$ cat src/rtl/mul_seq_32_pkg.sv
// mul_seq_32_pkg
//   Shared definitions for the iterative 32x32 multiplier: FSM state
//   encoding, iteration count and iteration-counter width.
package mul_seq_32_pkg;

    typedef enum logic [1:0] {
        IDLE = 2'd0,
        BUSY = 2'd1,
        DONE = 2'd2
    } state_e;

    localparam int MUL_ITERS = 32;
    localparam int CNT_W     = 6;

endpackage

$ cat src/rtl/add_pg_32.sv
// add_pg_32
//   32-bit two-level carry-lookahead adder (4-bit groups).
//   val1, val2 : operands
//   carry_in   : carry into bit 0
//   val_out    : sum
//   carry_out  : carry out of bit 31
//   prop_out   : whole-word propagate
//   gen_out    : whole-word generate
module add_pg_32 (
    input  logic [31:0] val1,
    input  logic [31:0] val2,
    input  logic        carry_in,
    output logic [31:0] val_out,
    output logic        carry_out,
    output logic        prop_out,
    output logic        gen_out
);

    logic [31:0] g, p;
    logic [7:0]  gg, gp;
    logic [8:0]  gc;
    logic [31:0] c;

    always_comb begin
        g  = val1 & val2;
        p  = val1 ^ val2;
        gg = '0;
        gp = '0;
        gc = '0;
        c  = '0;
        // group generate/propagate
        for (int b = 0; b < 8; b++) begin
            gp[b] = &p[4*b +: 4];
            gg[b] = g[4*b+3]
                  | (p[4*b+3] & g[4*b+2])
                  | (p[4*b+3] & p[4*b+2] & g[4*b+1])
                  | (p[4*b+3] & p[4*b+2] & p[4*b+1] & g[4*b]);
        end
        // carries into each group
        gc[0] = carry_in;
        for (int b = 0; b < 8; b++)
            gc[b+1] = gg[b] | (gp[b] & gc[b]);
        // carries inside each group start from the group carry
        for (int b = 0; b < 8; b++) begin
            for (int k = 0; k < 4; k++) begin
                if (k == 0)
                    c[4*b] = gc[b];
                else
                    c[4*b+k] = g[4*b+k-1] | (p[4*b+k-1] & c[4*b+k-1]);
            end
        end
    end

    assign val_out   = p ^ c;
    assign carry_out = gc[8];
    assign prop_out  = &gp;
    // A fully propagating word cannot also generate, so the carry-out
    // with the propagate path masked off is the word generate.
    assign gen_out   = gc[8] & ~(&gp);

endmodule

$ cat src/rtl/mul_seq_32.sv
// mul_seq_32
//   Iterative unsigned 32x32 -> 64 shift-and-add multiplier, one
//   iteration per cycle through add_pg_32, valid/ready on both sides.
//   clk, rst_n          : clock, async active-low reset
//   in_valid / in_ready : operand handshake (mcand, mplier)
//   out_valid/out_ready : result handshake (product, hi_nonzero)
//   hi_nonzero          : upper product word non-zero (32-bit overflow)
module mul_seq_32
    import mul_seq_32_pkg::*;
(
    input  logic        clk,
    input  logic        rst_n,
    input  logic        in_valid,
    output logic        in_ready,
    input  logic [31:0] mcand,
    input  logic [31:0] mplier,
    output logic        out_valid,
    input  logic        out_ready,
    output logic [63:0] product,
    output logic        hi_nonzero
);

    state_e             state_q;
    logic [CNT_W-1:0]   cnt_q;
    logic [31:0]        mc_q;
    logic [31:0]        acc_hi_q;
    logic [31:0]        acc_lo_q;
    logic               in_ready_q;
    logic               out_valid_q;
    logic [63:0]        product_q;
    logic               hi_nz_q;

    logic [31:0]        sum;
    logic               cout;
    logic [63:0]        acc_d;

    add_pg_32 u_add (
        .val1      (acc_hi_q),
        .val2      (mc_q),
        .carry_in  (1'b0),
        .val_out   (sum),
        .carry_out (cout),
        .prop_out  (),
        .gen_out   ()
    );

    // 65-bit {carry, partial sum, multiplier remainder} shifted right one;
    // the carry lands in acc_hi[31] so no precision is lost.
    always_comb begin
        acc_d = {1'b0, acc_hi_q, acc_lo_q[31:1]};
        if (acc_lo_q[0])
            acc_d = {cout, sum, acc_lo_q[31:1]};
    end

    always_ff @(posedge clk or negedge rst_n) begin
        if (!rst_n) begin
            state_q     <= IDLE;
            cnt_q       <= '0;
            mc_q        <= '0;
            acc_hi_q    <= '0;
            acc_lo_q    <= '0;
            in_ready_q  <= 1'b1;
            out_valid_q <= 1'b0;
            product_q   <= '0;
            hi_nz_q     <= 1'b0;
        end else begin
            case (state_q)
                IDLE: begin
                    if (in_valid) begin
                        mc_q       <= mcand;
                        acc_hi_q   <= '0;
                        acc_lo_q   <= mplier;
                        cnt_q      <= '0;
                        in_ready_q <= 1'b0;
                        state_q    <= BUSY;
                    end
                end
                BUSY: begin
                    acc_hi_q <= acc_d[63:32];
                    acc_lo_q <= acc_d[31:0];
                    cnt_q    <= cnt_q + 1'b1;
                    if (cnt_q == CNT_W'(MUL_ITERS - 1)) begin
                        product_q   <= acc_d;
                        hi_nz_q     <= |acc_d[63:32];
                        out_valid_q <= 1'b1;
                        state_q     <= DONE;
                    end
                end
                DONE: begin
                    if (out_ready) begin
                        out_valid_q <= 1'b0;
                        in_ready_q  <= 1'b1;
                        state_q     <= IDLE;
                    end
                end
                default: begin
                    out_valid_q <= 1'b0;
                    in_ready_q  <= 1'b1;
                    state_q     <= IDLE;
                end
            endcase
        end
    end

    assign in_ready   = in_ready_q;
    assign out_valid  = out_valid_q;
    assign product    = product_q;
    assign hi_nonzero = hi_nz_q;

endmodule

$ cat config.mk
export PLATFORM = sky130hd
export DESIGN_NAME = mul_seq_32
export DESIGN_NICKNAME = d
export VERILOG_FILES = /design/src/rtl/mul_seq_32_pkg.sv /design/src/rtl/add_pg_32.sv /design/src/rtl/mul_seq_32.sv
export SDC_FILE = /design/constraint.sdc
export NUM_CORES = 1
export LEC_CHECK = 0
export BUFFER_PORTS_ARGS = -buffer_cell sky130_fd_sc_hd__buf_2
export CORE_MARGIN = 1
export CORE_UTILIZATION = 51
export DETAILED_ROUTE_END_ITERATION = 16
export GPL_TIMING_DRIVEN = 0
export MAX_ROUTING_LAYER = met4
export PLACE_DENSITY = 0.87
export SYNTH_ARGS = -nofsm -noshare
export SYNTH_HDL_FRONTEND = slang
export SYNTH_SLANG_ARGS = --single-unit
$ cat constraint.sdc
create_clock -name clk -period 3.8 [get_ports clk]
set_input_delay 0.38 -clock clk [delete_from_list [all_inputs] [get_ports clk]]
set_output_delay 0.38 -clock clk [all_outputs]
set_load 0.05 [all_outputs]
==> qor.csv <==
metric,value,unit
outcome,finished with violations,
violations,negative setup slack,
cpPeakStageDelay,0.54,ns
hp-start,out_ready,
synth_cell_type_count,46,
peakVddDrop,0.475,mV
worst_hold_path_type,input port to flop,
crit_fanout,3,
ys_ff_latch,171,
num_rows,46,
syn_inst,893,
synth-edff-count,0,
die_height,129,µm
max_freq,0.223,GHz
holdPathEnd,state_q[1]$_DFFE_PN0P_,
start_kind,flop,
gr-total-overflow,0,
placed_area,0.00926,mm²
rr_worst_depth,15,
via_count,7525,
clk_latency,0.44,ns
syn_nets,1017,
period_needed,4.49,ns
yosys_warnings,0,
grt_pass1_vias,7231,
rrSetupSlack,-0.69,ns
initialDrtViolationCount,743,
grt_first_pass_wirelength,36800,µm
synth_top_flop_cell,dfrtp_1,
arrival,4.80,ns
max_slew.worst_pin.slew,0.747,ns
final_nets,1180,
cp_cell_sequence,ha_1 > and3_4 > a221o_1 > nor4_2 > a21oi_2 > nor2_2 > o21ai_2 > fa_2 > fa_2 > fa_2 > or4b_4 > nor4_4 > a31oi_1 > nor4_1 > a21oi_1,
syn_area,0.00827,mm²
hold_slack,0.142,ns
total_power,10700,µW
die_width,129,µm
remaining_drc_errors,0,
diodes,0,
clock_skew,0.00958,ns
port_buffers,134,
ys_seq_area_share,51.8,%
min_path_cells,2,
async_flop_share,100,%
detail_route.first_pass.iterations,7,
setup_viol,5,
wirelength,23800,µm
coreArea,0.0158,mm²
final_cell_mix,"221 x nand2_1, 169 x dfrtp_1, 145 x buf_2",
crit_cells,15,
tritoncts,yes,
fin_ws,-0.693,ns
critPathBufInv,0,
cts_max_level,4,
globalRouteTotalUtil,30.3,%
avgSynthCellArea,9.26,µm²
startpoint,mc_q[17]$_DFFE_PN0P_,
multiInputGateArea,0.00378,mm²
clk_pin_slew,0.07,ns
end_kind,flop,
gp_congestion,0.912,
p_leak,0.00496,µW
wl_per_cell,18.6,µm
hpwl,16300,µm
fin_util,64.0,%
critPathRequiredTime,4.11,ns
cts_sinks,171,
clock_path_buffers,2,
r2r-start,mc_q[17]$_DFFE_PN0P_,
antenna_found_initial,0,
cap_violations,0,
vias_per_cell,5.86,
crit_top_cell,fa_2,
io_pins,135,
cts_root_buf,clkbuf_16,
slew_viol_final,0,
syn_to_final_growth,22.4,%
n_fill_cell,1250,
fin_crit_sh,118,%
start_util,52.2,%
power.density,1060,mW/mm²
reg2reg_to,hi_nonzero$_DFFE_PN0P_,
relSlewSlack,49.7,%
design_area,0.0101,mm²
rsz0062_at_grt,true,
cpLargestDelayFamily,simple AND/OR/NAND/NOR gates,
drtAntennaViolNets,0,
cts_buffers,17,
hold_viol_final,0,
drive_above_1_share,20.2,%
grt_max_degree,106,
worst-setup-path-type,flop to flop,
layout_commonest_cell,nand2_1,
place_ws,-0.706,ns
die_area,0.0167,mm²
seq_area,0.00428,mm²
cp_slowest_cell,or4b_4,
[repair_timing]
action	in CTS	in global routing
pin swaps	1	12
setup buffers	3	5
resized for setup	13	22
endpoints found under the hold margin	65	0
endpoints found under the setup margin	7	9
hold buffers	1	0
[where the power goes]
part / internal, µW / switching, µW / leakage [µW]
Sequential: 2570 / 667 / 0.00215
Clock: 1180 / 760 / 0.000311
Combinational: 2040 / 3520 / 0.00250
[sequential cells by signal (all words and copies together) (netlist names)]
| signal | flops |
|---|---|
| in_ready | 1 |
| cnt_q | 6 |
| acc_hi_q | 32 |
| hi_nonzero | 1 |
| mc_q | 32 |
| product | 64 |
| state_q | 2 |
| out_valid | 1 |
| acc_lo_q | 32 |
[metrics by stage]
stage | setup TNS, ns | instances
global route | -1.25 | 1284
CTS | -0.449 | 1279
global placement | -47.70 | 1243
detailed placement | -0.956 | 1244
floorplan | -0.220 | 893
finish | -0.804 | 1284
[synthesized netlist by cell type (2+ instances only)]
| master | n | area, µm² |
|---|---|---|
| nand2_1 | 221 | 830 |
| dfrtp_1 | 170 | 4250 |
| o21ai_0 | 120 | 601 |
| nor2_1 | 76 | 285 |
| inv_1 | 44 | 165 |
| nand3_1 | 37 | 185 |
| clkbuf_1 | 33 | 124 |
| ha_1 | 33 | 413 |
| o22ai_1 | 31 | 194 |
| fa_1 | 23 | 460 |
| a21oi_1 | 16 | 80.1 |
| buf_2 | 12 | 60.1 |
| mux2i_1 | 11 | 110 |
| nand4_1 | 11 | 68.8 |
| xnor2_1 | 8 | 70.1 |
| nor4_1 | 6 | 37.5 |
| a31oi_1 | 3 | 18.8 |
| nor2b_1 | 3 | 18.8 |
| nor3_1 | 3 | 15.0 |
| a221o_1 | 2 | 20.0 |
| and3_1 | 2 | 12.5 |
| o211ai_1 | 2 | 15.0 |
| o21ai_1 | 2 | 10.0 |
| o31ai_1 | 2 | 15.0 |
[cell type report]
class / instances / share of cell area, %
buffer: 47 / 1.93
clock buffer: 19 / 4.28
clock inverter: 12 / 2.10
inverter: 45 / 1.67
multi-input combinational: 630 / 37.3
sequential: 171 / 42.3
tap: 216 / 2.67
timing repair buffer: 144 / 7.72
[worst max-delay path by stage]
stage | to | slack (ns)
detailed placement | hi_nonzero$_DFFE_PN0P_ | -0.71
finish | hi_nonzero$_DFFE_PN0P_ | -0.69
CTS | hi_nonzero$_DFFE_PN0P_ | -0.45
global placement | hi_nonzero$_DFFE_PN0P_ | -0.62
global route | hi_nonzero$_DFFE_PN0P_ | -0.82
floorplan | hi_nonzero$_DFFE_PN0P_ | -0.22
[kinds of logic after synthesis]
family | synth area share, %
adders and majority gates | 10.6
muxes | 1.33
AOI/OAI and AO/OA | 12.5
buffers and inverters | 4.40
and+or+nand+nor | 18.5
xor gates and xnor gates | 0.953
DFF | 51.8
[layer usage]
metal,part of all wire (%),up-vias,GRT usage [%]
li1,-,3325,-
met3,9.0,115,7.43
met5,0,-,-
met1,39,3616,37.9
met2,47,469,47.3
met4,4.4,0,12.0
[worst reg2reg max path: stages (launching register included)]
cell and delay, ns:
dfrtp_1 0.40, ha_1 0.30, and3_4 0.19, a221o_1 0.34
nor4_2 0.31, a21oi_2 0.14, nor2_2 0.21, o21ai_2 0.10
fa_2 0.36, fa_2 0.37, fa_2 0.49, or4b_4 0.54
nor4_4 0.14, a31oi_1 0.12, nor4_1 0.25, a21oi_1 0.11
(Power assumes the default switching activity.)
